$ cat config.mk
export PLATFORM = sky130hd
export DESIGN_NAME = x1_crtc_timing
export DESIGN_NICKNAME = d
export VERILOG_FILES = /design/src/rtl/x1_crtc_timing.sv
export SDC_FILE = /design/constraint.sdc
export NUM_CORES = 1
export LEC_CHECK = 0
export CORE_UTILIZATION = 51
export DETAILED_ROUTE_END_ITERATION = 7
export MAX_ROUTING_LAYER = met4
export PLACE_DENSITY_LB_ADDON = 0.2
export SETUP_SLACK_MARGIN = 0.02
export SYNTH_ARGS = -nofsm -noshare
export SYNTH_HDL_FRONTEND = slang
export SYNTH_SLANG_ARGS = --single-unit
$ cat constraint.sdc
create_clock -name I_CLK -period 10.95 [get_ports I_CLK]
set_input_delay 1.095 -clock I_CLK [delete_from_list [all_inputs] [get_ports I_CLK]]
set_output_delay 1.095 -clock I_CLK [all_outputs]
set_load 0.01 [all_outputs]
$ cat src/rtl/x1_crtc_timing.sv
// x1_crtc_timing: 6845-style CRTC timing core producing sync, display enable, MA and RA
module x1_crtc_timing #(
  parameter int CHAR_W = 8,
  parameter int MA_W   = 14
) (
  input  logic            I_CLK,
  input  logic            I_RESET,
  input  logic            I_DOT_EN,
  input  logic            I_CS,
  input  logic            I_WR,
  input  logic            I_A,
  input  logic [7:0]      I_D,
  output logic            O_CCLK_EN,
  output logic            O_HSYNC,
  output logic            O_VSYNC,
  output logic            O_DISP,
  output logic [MA_W-1:0] O_MA,
  output logic [4:0]      O_RA
);
  typedef enum logic {ACTIVE, ADJUST} vstate_t;
  localparam int DC_W = (CHAR_W > 1) ? $clog2(CHAR_W) : 1;
  logic [4:0]      adr_q;
  logic [7:0]      r0_q, r1_q, r2_q, r3_q, r4_q, r6_q, r7_q, r13_q;
  logic [4:0]      r5_q, r9_q;
  logic [MA_W-9:0] r12_q;
  logic [DC_W-1:0] dc_q, dc_d;
  logic [7:0]      hc_q, hc_d, vc_q, vc_d;
  logic [4:0]      ra_q, ra_d, hs_q, hs_d, vs_q, vs_d, hsw, vsw;
  logic [MA_W-1:0] ma_row_q, ma_row_d, ma_q;
  vstate_t         vst_q, vst_d;
  logic            cclk, line, row_end, last_row, frame_end, to_adj, hs_start;
  logic            hsync_q, vsync_q, disp_q;
  logic [4:0]      ra_o_q;

  // Register port: address latch plus the writable subset of R0..R13
  always_ff @(posedge I_CLK) begin
    if (I_RESET) begin
      adr_q <= 5'd0;
      r0_q  <= 8'd55;
      r1_q  <= 8'd40;
      r2_q  <= 8'd45;
      r3_q  <= 8'h35;
      r4_q  <= 8'd31;
      r5_q  <= 5'd2;
      r6_q  <= 8'd25;
      r7_q  <= 8'd28;
      r9_q  <= 5'd7;
      r12_q <= '0;
      r13_q <= 8'd0;
    end else if (I_CS && I_WR) begin
      if (!I_A) adr_q <= I_D[4:0];
      else begin
        case (adr_q)
          5'd0:    r0_q  <= I_D;
          5'd1:    r1_q  <= I_D;
          5'd2:    r2_q  <= I_D;
          5'd3:    r3_q  <= I_D;
          5'd4:    r4_q  <= I_D;
          5'd5:    r5_q  <= I_D[4:0];
          5'd6:    r6_q  <= I_D;
          5'd7:    r7_q  <= I_D;
          5'd9:    r9_q  <= I_D[4:0];
          5'd12:   r12_q <= I_D[MA_W-9:0];
          5'd13:   r13_q <= I_D;
          default: ;
        endcase
      end
    end
  end

  // Next-state for dot/char/raster/row counters, vertical state and sync pulse counters
  always_comb begin
    hsw       = (r3_q[3:0] == 4'd0) ? 5'd16 : {1'b0, r3_q[3:0]};
    vsw       = (r3_q[7:4] == 4'd0) ? 5'd16 : {1'b0, r3_q[7:4]};
    cclk      = I_DOT_EN && (dc_q == DC_W'(CHAR_W - 1));
    dc_d      = !I_DOT_EN ? dc_q : cclk ? '0 : dc_q + DC_W'(1);
    line      = cclk && (hc_q >= r0_q);
    hc_d      = !cclk ? hc_q : line ? 8'd0 : hc_q + 8'd1;
    row_end   = (vst_q == ACTIVE) && (ra_q >= r9_q);
    last_row  = vc_q >= r4_q;
    to_adj    = row_end && last_row && (r5_q != 5'd0);
    frame_end = (vst_q == ADJUST) ? (({1'b0, ra_q} + 6'd1) >= {1'b0, r5_q})
                                  : (row_end && last_row && (r5_q == 5'd0));
    ra_d      = !line ? ra_q : (frame_end || row_end) ? 5'd0 : ra_q + 5'd1;
    vc_d      = !line ? vc_q : frame_end ? 8'd0 : row_end ? vc_q + 8'd1 : vc_q;
    ma_row_d  = !line ? ma_row_q : frame_end ? {r12_q, r13_q}
                                 : row_end ? ma_row_q + MA_W'(r1_q) : ma_row_q;
    vst_d     = !line ? vst_q : frame_end ? ACTIVE : to_adj ? ADJUST : vst_q;
    hs_start  = cclk && (hc_d == r2_q);
    hs_d      = hs_start ? hsw : (cclk && hs_q != 5'd0) ? hs_q - 5'd1 : hs_q;
    vs_d      = !hs_start ? vs_q : (vs_q != 5'd0) ? vs_q - 5'd1
              : (vst_d == ACTIVE && vc_d == r7_q && ra_d == 5'd0) ? vsw : 5'd0;
  end

  // Counter state and registered outputs; outputs only move on a character clock
  always_ff @(posedge I_CLK) begin
    if (I_RESET) begin
      dc_q     <= '0;
      hc_q     <= 8'd0;
      vc_q     <= 8'd0;
      ra_q     <= 5'd0;
      hs_q     <= 5'd0;
      vs_q     <= 5'd0;
      ma_row_q <= '0;
      vst_q    <= ACTIVE;
      hsync_q  <= 1'b0;
      vsync_q  <= 1'b1;
      disp_q   <= 1'b0;
      ma_q     <= '0;
      ra_o_q   <= 5'd0;
    end else begin
      dc_q     <= dc_d;
      hc_q     <= hc_d;
      vc_q     <= vc_d;
      ra_q     <= ra_d;
      hs_q     <= hs_d;
      vs_q     <= vs_d;
      ma_row_q <= ma_row_d;
      vst_q    <= vst_d;
      if (cclk) begin
        hsync_q <= hs_d != 5'd0;
        vsync_q <= vs_d == 5'd0;
        disp_q  <= (hc_d < r1_q) && (vc_d < r6_q) && (vst_d == ACTIVE);
        ma_q    <= ma_row_d + MA_W'(hc_d);
        ra_o_q  <= ra_d;
      end
    end
  end

  assign O_CCLK_EN = cclk;
  assign O_HSYNC   = hsync_q;
  assign O_VSYNC   = vsync_q;
  assign O_DISP    = disp_q;
  assign O_MA      = ma_q;
  assign O_RA      = ra_o_q;
endmodule

==> results.toml <==
[outcome]
outcome = "completed"

[route]
routed_via_density = 5.75
ant_nets = 0
drt_iter0_drc = 568
dr_wl_met2_um = 10100
drc = 0
wl_met1_um = 10700
vias = 7354
wl_per_cell_um = 17.7
wl_met3_um = 1370
highest_layer = "met4"
firstDrtPassIters = 8
wl_um = 22700

[cts]
cts_tree = "built"
cts_hold_buf = 0
clk_path_buf_depth = 2
clk_pin_slew_ps = 60
cts_buffers = 17
root_buffer = "clkbuf_16"
cts_sinks = 156
h-tree-depth = 4
postCtsSetupBuffers = 0
cts_resized = 0
clkLatencyLatePin_ps = 430

[timing]
tns_ps = 0
layout_min_cycle_time_ps = 5550
fin_hold_ws_ps = 448
hold_viol_final = 0
setup_violations = 0
slew_headroom_pct = 24.2
max_freq_mhz = 180
grt_setup_unrepaired = "false"
worst_pin_slew_ps = 1130
slew_viol_final = 0
period_share_pct = 50.7
fin_skew_ps = 10.5

[placed_design]
placed_area_um2 = 9260
gp_congestion = 0.910
dp_cells = 1250
portBuffers = 36
dpl.hpwl_um = 15500

[layout]
nNetsFinal = 1128
fin_util_pct = 58.9
stdcell_count = 1279
drive_gt1_share_pct = 5.95
area_growth_pct = 12.2
finalInstanceArea_um2 = 9840
num_antenna_cells = 0

[floorplanning]
fp.dieH_um = 133
dieArea_um2 = 17700
rows = 47
core_area_um2 = 16700
initial_core_util_pct = 52.6
die_x_um = 133
io-pin-count = 37

[synth]
synth_flop_cell = "dfxtp_1"
synth-async-reset-ratio_pct = 0
synth_edf_count = 0
synth_top_area_share_pct = 35.6
yosys_warnings = 0
avgSynthCellArea_um2 = 8.45
ys_top_cells_by_area = "dfxtp_1 36%, ha_1 9.0%, mux2i_1 8.3%"
syn_nets = 1118
ys_seq_area_share_pct = 35.6
synth_seq_cells = 156
synth_cells = 1039
synthDistinctLibCells = 82
synth_top_area_cell = "dfxtp_1"
syn_area_um2 = 8780

[global_routing]
grt_max_degree = 62
overflow = 0
grt_usage_pct = 27.0
grt_pass1_vias = 6756
grt_pass1_wl_um = 36000
antenna_found_initial = 0

[power_and_ir_drop]
leakagePower_uw = 0.00398
irDropWorstVdd_mv = 0.116
powerDensity_nw_per_um2 = 124

[setup_path]
endpoint_kind = "flop"
startpoint_type = "flop"
slowest_stage = "a31o_1"
r2r_cells = 25
path_class = "reg -> reg"
worstPathRequired_ps = 11290
max_stage_delay_ps = 620
critPathArrivalTime_ps = 5880
cp_common_cell = "a21o_1"
path_max_fanout = 15
reg2reg_slack_ps = 5400

[worst_hold_path]
worstHoldPathCells = 2
hold_class = "reg -> reg"

[run]
drv_cap = 0
cell families (layout without fill, tap and decap cells):
logic type	count (synthesis)	in the layout	synth area share [%]
AO/OA/AOI/OAI	201	201	16.3
XOR/XNOR	40	40	4.15
adder cells (fa/ha/maj)	65	65	9.44
buffers and inverters	117	137	5.30
flip-flops	156	156	35.6
multiplexers	73	73	8.33
AND/OR/NAND/NOR	387	387	20.9
worst max-delay path, delay by kind of cell (launching register included):
| kind | cells | cell delay [ps] |
|---|---|---|
| compound gates | 11 | 2500 |
| simple gates | 7 | 1260 |
| fa+ha+maj | 3 | 820 |
| flops | 1 | 470 |
| xor+xnor | 2 | 260 |
| buf+inv | 2 | 140 |
final timing paths:
kind / startpoint / to
hold reg to reg: O_MA[6]$_SDFFE_PP0P_ / O_MA[6]$_SDFFE_PP0P_
setup reg to reg: ra_q[0]$_SDFF_PP0_ / O_MA[12]$_SDFFE_PP0P_
hold / removal: O_MA[6]$_SDFFE_PP0P_ / O_MA[6]$_SDFFE_PP0P_
setup / recovery: ra_q[0]$_SDFF_PP0_ / O_MA[12]$_SDFFE_PP0P_
Yosys cell counts (all sizes together) (4+ instances only):
cell type and instances:
xor2 15, a21o 12, buf 15, mux2i 73, nor3b 5, dfxtp 156
nand2 86, or3 6, a211oi 16, clkbuf 41, nand3b 8, and2 11
a21oi 56, o21ai 29, a31oi 7, o211ai 18, ha 63, nand3 25
inv 60, nor2 160, o22ai 6, nor4 7, nor3 24, nand2b 10
o21a 9, nand4 13, xnor2 24, o31ai 4, a211o 5, nor2b 12
and3 9
routing by layer:
| metal | global-route usage [%] | up-vias |
|---|---|---|
| li1 | - | 3659 |
| met1 | 36.2 | 3453 |
| met2 | 40.5 | 207 |
| met3 | 5.29 | 35 |
| met4 | 9.41 | 0 |
| met5 | - | - |
report_power, final:
part / switching, µW / total (µW) / leakage (µW) / internal, µW
clock network: 231 / 602 / 0.000290 / 371
logic: 27.7 / 40.5 / 0.00243 / 12.8
registers: 2.71 / 574 / 0.00126 / 571
total: 261 / 1220 / 0.00398 / 955
placed cells by master (no fill, tap or decap), types with 12 or more instances in the layout:
| master | count |
|---|---|
| a211oi_1 | 15 |
| a21o_1 | 12 |
| a21oi_1 | 54 |
| buf_4 | 12 |
| clkbuf_16 | 17 |
| clkdlybuf4s50_1 | 35 |
| dfxtp_1 | 156 |
| ha_1 | 63 |
| inv_1 | 59 |
| mux2i_1 | 73 |
| nand2_1 | 85 |
| nand3_1 | 23 |
| nand4_1 | 13 |
| nor2_1 | 160 |
| nor2b_1 | 12 |
| nor3_1 | 22 |
| o211ai_1 | 18 |
| o21ai_0 | 24 |
| xnor2_1 | 24 |
| xor2_1 | 15 |
registers in the layout, indices dropped and copies added, names as in the netlist, 6 cells and up:
register / flops
r4_q: 8
O_MA: 14
r6_q: 8
r2_q: 8
r12_q: 6
ma_row_q: 14
r0_q: 8
r13_q: 8
r7_q: 8
vc_q: 8
hc_q: 8
r3_q: 8
r1_q: 8
metrics by stage:
step,worst slack (ps),total power (µW)
2_1_floorplan,6250,610
3_3_place_gp,5210,626
3_5_place_dp,5160,627
4_1_cts,5520,1220
5_1_grt,4960,1250
6_report,5400,1220
layout make-up:
class,instances,area [µm²]
clock inverters,8,118
well taps,220,275
fillers,1520,6860
clock buffers,21,470
repair buffers,47,440
flip-flops and latches,156,3120
inverters,61,229
multi-input cells,766,5190
No activity file was read; power rests on OpenSTA's default activity.
